File: config.mk
export PLATFORM = sky130hd
export DESIGN_NAME = pipe_stage_skid_reg
export DESIGN_NICKNAME = d
export VERILOG_FILES = /design/src/rtl/pipe_pkg.sv /design/src/rtl/sat_counter.sv /design/src/rtl/pipe_stage_skid_reg.sv
export SDC_FILE = /design/constraint.sdc
export NUM_CORES = 1
export LEC_CHECK = 0
export CORE_ASPECT_RATIO = 1.2
export CORE_UTILIZATION = 40
export DETAILED_ROUTE_END_ITERATION = 7
export PLACE_DENSITY_LB_ADDON = 0.08
export SLEW_MARGIN = 30
export SYNTH_ARGS = -nofsm -noshare
export SYNTH_HDL_FRONTEND = slang
export SYNTH_SLANG_ARGS = --single-unit
export TNS_END_PERCENT = 10
File: constraint.sdc
create_clock -name i_CLK -period 1.65 [get_ports i_CLK]
set_clock_uncertainty 0.2 [all_clocks]
set_input_delay 0.33 -clock i_CLK [delete_from_list [all_inputs] [get_ports i_CLK]]
set_output_delay 0.33 -clock i_CLK [all_outputs]
set_load 0.02 [all_outputs]
File: src/rtl/pipe_pkg.sv
// Shared constants for pipeline stage registers: state encoding and default widths.
package pipe_pkg;

    // Occupancy of a two-entry stage register (main + skid).
    localparam logic [1:0] ST_EMPTY = 2'd0;
    localparam logic [1:0] ST_FULL  = 2'd1;
    localparam logic [1:0] ST_SKID  = 2'd2;

    localparam int DEFAULT_DATA_WIDTH = 64;
    localparam int DEFAULT_CNT_WIDTH  = 16;

endpackage

File: src/rtl/sat_counter.sv
// Saturating up-counter with synchronous clear; reusable for performance counters.
module sat_counter #(
    parameter int WIDTH = 16
) (
    input  logic             i_CLK,
    input  logic             i_RST,
    input  logic             i_INC,
    input  logic             i_CLR,
    output logic [WIDTH-1:0] o_CNT
);

    logic [WIDTH-1:0] cnt_d;
    logic [WIDTH-1:0] cnt_q;

    // Next count: clear wins over increment; increment stops at all-ones.
    always_comb begin
        cnt_d = cnt_q;
        if (i_CLR) begin
            cnt_d = '0;
        end else if (i_INC && (cnt_q != {WIDTH{1'b1}})) begin
            cnt_d = cnt_q + 1'b1;
        end
    end

    // Counter register with synchronous active-high reset.
    always_ff @(posedge i_CLK) begin
        // NOTE: non-blocking assignments in clocked blocks so every flop samples pre-edge values.
        if (i_RST) begin
            cnt_q <= '0;
        end else begin
            cnt_q <= cnt_d;
        end
    end

    assign o_CNT = cnt_q;

endmodule

File: src/rtl/pipe_stage_skid_reg.sv
// Inter-stage pipeline register with valid/ready handshake, one skid entry,
// flush (bubble injection) and a saturating stall-cycle counter.
module pipe_stage_skid_reg
    import pipe_pkg::*;
#(
    parameter int DATA_WIDTH = DEFAULT_DATA_WIDTH,
    parameter int CNT_WIDTH  = DEFAULT_CNT_WIDTH
) (
    input  logic                  i_CLK,
    input  logic                  i_RST,
    input  logic                  i_FLUSH,
    input  logic                  i_CNT_CLR,
    input  logic                  i_VALID,
    output logic                  o_READY,
    input  logic [DATA_WIDTH-1:0] i_DATA,
    output logic                  o_VALID,
    input  logic                  i_READY,
    output logic [DATA_WIDTH-1:0] o_DATA,
    output logic [CNT_WIDTH-1:0]  o_STALL_CNT
);

    logic [1:0]            state_d, state_q;
    logic [DATA_WIDTH-1:0] main_d,  main_q;
    logic [DATA_WIDTH-1:0] skid_d,  skid_q;
    logic                  in_fire;
    logic                  out_fire;

    // Handshake outputs come straight from the state register, so neither
    // i_VALID nor i_READY has a combinational path to any output.
    assign o_VALID  = (state_q != ST_EMPTY);
    assign o_READY  = (state_q != ST_SKID);
    assign o_DATA   = main_q;

    assign in_fire  = i_VALID & o_READY;
    assign out_fire = o_VALID & i_READY;

    // Next-state and entry updates; flush overrides every handshake transition.
    always_comb begin
        // NOTE: default every output first so no path leaves a value unassigned (no latch).
        state_d = state_q;
        main_d  = main_q;
        skid_d  = skid_q;

        if (i_FLUSH) begin
            state_d = ST_EMPTY;
            main_d  = '0;
            skid_d  = '0;
        end else begin
            case (state_q)
                ST_EMPTY: begin
                    if (in_fire) begin
                        state_d = ST_FULL;
                        main_d  = i_DATA;
                    end
                end
                ST_FULL: begin
                    if (in_fire && out_fire) begin
                        main_d = i_DATA;
                    end else if (in_fire) begin
                        state_d = ST_SKID;
                        skid_d  = i_DATA;
                    end else if (out_fire) begin
                        state_d = ST_EMPTY;
                    end
                end
                ST_SKID: begin
                    // Older entry leaves first; the skid entry moves up behind it.
                    if (out_fire) begin
                        state_d = ST_FULL;
                        main_d  = skid_q;
                    end
                end
                default: begin
                    state_d = ST_EMPTY;
                end
            endcase
        end
    end

    // State and payload registers; reset overrides flush and any transfer.
    always_ff @(posedge i_CLK) begin
        // NOTE: the payload registers are reset too, so o_DATA reads zero after reset.
        if (i_RST) begin
            state_q <= ST_EMPTY;
            main_q  <= '0;
            skid_q  <= '0;
        end else begin
            state_q <= state_d;
            main_q  <= main_d;
            skid_q  <= skid_d;
        end
    end

    // Count cycles where downstream back-pressures a valid payload; flush does not touch it.
    sat_counter #(
        .WIDTH (CNT_WIDTH)
    ) u_stall_cnt (
        .i_CLK (i_CLK),
        .i_RST (i_RST),
        .i_INC (o_VALID & ~i_READY),
        .i_CLR (i_CNT_CLR),
        .o_CNT (o_STALL_CNT)
    );

endmodule

==> flow_metrics.py <==
metrics = {
    "outcome": {
        "outcome": "finished with violations",
        "violations": "setup timing",
    },
    "global_route": {
        "grt_start_max_net_pins": 47,
        "grt_pass1_wl_um": 25600,
        "grtUsageTotal": 0.212,
        "grt_overflow": 0,
        "antenna_found_initial": 1,
        "grt_pass1_vias": 5256,
    },
    "timing": {
        "layout_setup_ws_ns": -0.116,
        "rsz0062_at_grt": "true",
        "tightest_slew_ns": 0.380,
        "finalHoldViolations": 0,
        "setup_violations": 77,
        "slew_violations": 0,
        "fin_crit_ns": 1.77,
        "finalCritPeriodShare": 1.07,
        "clock.fmax_mhz": 566,
        "relSlewSlack": 0.745,
    },
    "logic_synthesis": {
        "syn_nets": 751,
        "synth_seq_cells": 146,
        "yosysWarnings": 0,
        "syn_area_um2": 5940,
        "yosysSeqAreaShare": 0.492,
        "postSynthCellCount": 680,
        "syn_avg_cell_area_um2": 8.74,
        "synth.distinct_cells": 39,
    },
    "die": {
        "start_util": 0.411,
        "die-height_um": 136,
        "die_area_um2": 15400,
        "core_um2": 14500,
        "core.rowCount": 48,
        "die_w_um": 113,
        "io-pin-count": 152,
    },
    "cts": {
        "insertion_delay_ns": 0.41,
        "cts_sinks": 146,
        "cts_buffers": 17,
        "cts_tree": "built",
        "clk_pin_slew_worst_paths_ns": 0.06,
        "clockBufferDepth": 2,
        "ctsRootBufferMaster": "clkbuf_16",
        "cts_hold_buf": 0,
        "htreeDepth": 4,
    },
    "critical_path": {
        "cp_max_fo": 6,
        "cp_data_required_time_ns": 1.12,
        "arrival_ns": 1.24,
        "path_buf_inv": 1,
        "worst_path_max_delay_cell": "dfxtp_4",
        "end_kind": "output port",
        "crit_chain": "or2b_4 > buf_6",
        "worst_path_dominant_cell_family": "flip-flops",
        "critPathMaxStageDelay_ns": 0.38,
        "cp-start-kind": "flip-flop",
        "critical_path_class": "reg2out",
    },
    "detailed_routing": {
        "num_vias": 5641,
        "dr.first_iter.drc_count": 257,
        "routed_wirelength_um": 17200,
        "wl_per_cell_um": 15.8,
        "viasPerCell": 5.18,
        "drcViolationCount": 0,
        "drtPass1Iterations": 4,
        "drtAntennaViolNets": 0,
    },
    "finish": {
        "nNetsFinal": 946,
        "area_delta_synth_final_pct": 55.0,
        "drive_above_1_share": 0.260,
        "finalInstanceArea_um2": 9210,
    },
    "power_and_ir_drop": {
        "power.leakage_nw": 3.96,
        "finalPower_mw": 8.49,
        "power_density_nw_per_um2": 921,
        "vdd_drop_max_mv": 0.612,
    },
    "placed_design": {
        "placed_area_um2": 8130,
        "io_buffer_count": 151,
        "finalWeightedCongestion": 0.783,
        "dp_hpwl_um": 10600,
    },
    "job": {
        "max_cap_violations": 0,
    },
    "hold_path": {
        "hold_path_class": "reg2reg",
    },
}
==> layout by cell type, fill, tap and decap left out, types with 14 or more instances in the layout <==
cell type,synthesis,routed
clkdlybuf4s15_1,0,35
buf_4,5,54
mux2i_1,66,66
dfxtp_1,146,129
a211oi_1,64,56
buf_12,0,14
nand2_1,136,125
nor2_1,70,69
a21oi_2,2,27
clkdlybuf4s50_1,0,68
clkbuf_16,0,22
a21oi_1,75,50
dlygate4sd2_1,0,18
==> cell type report <==
cell class                 count  area [um2]
timing repair buffer         230        2250
tap                          200         250
sequential                   146        2970
multi-input combinational    478        3130
antenna                        1        2.50
inverter                       2        7.51
clock inverter                11         126
fill                        1216        5260
clock buffer                  21         482
==> worst paths after layout <==
check	end	slack, ns	depth (start not counted)	from
setup / recovery	o_READY	-0.12	2	state_q[1]
hold / removal	skid_q[54]	0.25	2	skid_q[54]
setup reg to reg	u_stall_cnt.o_CNT[12]	-0.10	4	u_stall_cnt.o_CNT[10]
hold reg to reg	skid_q[54]	0.25	2	skid_q[54]
==> timing repair <==
action / CTS / global route
endpoints found under the setup margin: 226 / 189
gates cloned: 1 / 5
pin swaps: 12 / 28
setup buffers: 3 / 11
endpoints found under the hold margin: 0 / 0
gates resized for setup: 167 / 126
==> cells by family after synthesis <==
kind of cell	after synthesis	synth area share
compound gates	160	0.170
fa+ha+maj	1	0.00210
buf+inv	57	0.0419
flops	146	0.492
mux	66	0.111
simple gates	250	0.183
==> flip-flops by register name (all words and copies together) (netlist names) <==
register / cells
u_stall_cnt.o_CNT: 16
skid_q: 64
o_DATA: 64
state_q: 2
==> cells in the mapped netlist (all sizes together) <==
cell    count  area share
dfxtp     146        0.49
nand2     136       0.086
a21oi      77       0.066
nor2       70       0.044
mux2i      66        0.11
a211oi     64       0.081
clkbuf     35       0.022
buf        20       0.019
or4         8       0.011
o21ai       7      0.0059
o31ai       7      0.0088
nand4       6      0.0099
or3         5      0.0053
nor3        4      0.0034
nand3       3      0.0025
nand3b      3      0.0038
nor4        3      0.0032
or2         3      0.0032
and4        2      0.0029
inv         2      0.0013
nand2b      2      0.0021
nor2b       2      0.0021
a21boi      1      0.0013
a41oi       1      0.0015
and3        1      0.0011
ha          1      0.0021
nor3b       1      0.0013
o211a       1      0.0017
o21ba       1      0.0027
o22ai       1      0.0011
or2b        1      0.0013
==> power by group <==
group | total (mW) | internal (mW) | switching (mW) | leakage (nW)
logic | 0.927 | 0.448 | 0.479 | 2.46
clock network | 3.91 | 2.40 | 1.51 | 0.299
registers | 3.65 | 3.60 | 0.0502 | 1.20
total | 8.49 | 6.45 | 2.04 | 3.96
==> layer usage <==
metal | up-vias | share of wire | global-route usage
li1 | 2785 | - | -
met1 | 2707 | 0.43 | 0.251
met2 | 130 | 0.51 | 0.365
met3 | 19 | 0.039 | 0.0461
met4 | 0 | 0.021 | 0.0972
met5 | - | 0 | 0
==> metrics by stage <==
step | setup slack (ns) | TNS (ns) | hold WS (ns) | std cells | util
6_report | -0.116 | -3.96 | 0.253 | 1089 | 0.636
5_1_grt | -0.179 | -10.59 | 0.267 | 1089 | 0.636
4_1_cts | -0.121 | -2.89 | 0.251 | 1072 | 0.603
3_5_place_dp | -0.587 | -65.39 | 0.242 | 1036 | 0.562
3_3_place_gp | -0.579 | -59.45 | 0.237 | 1036 | 0.562
2_1_floorplan | -0.0259 | -0.0988 | 0.236 | 680 | -
==> worst register-to-register path, delay by kind of cell, from the launching register on <==
family          cells  cell delay (ns)
buf+inv             1             0.23
flops               1             0.35
simple gates        2             0.71
compound gates      1             0.15
(Power assumes the default switching activity.)
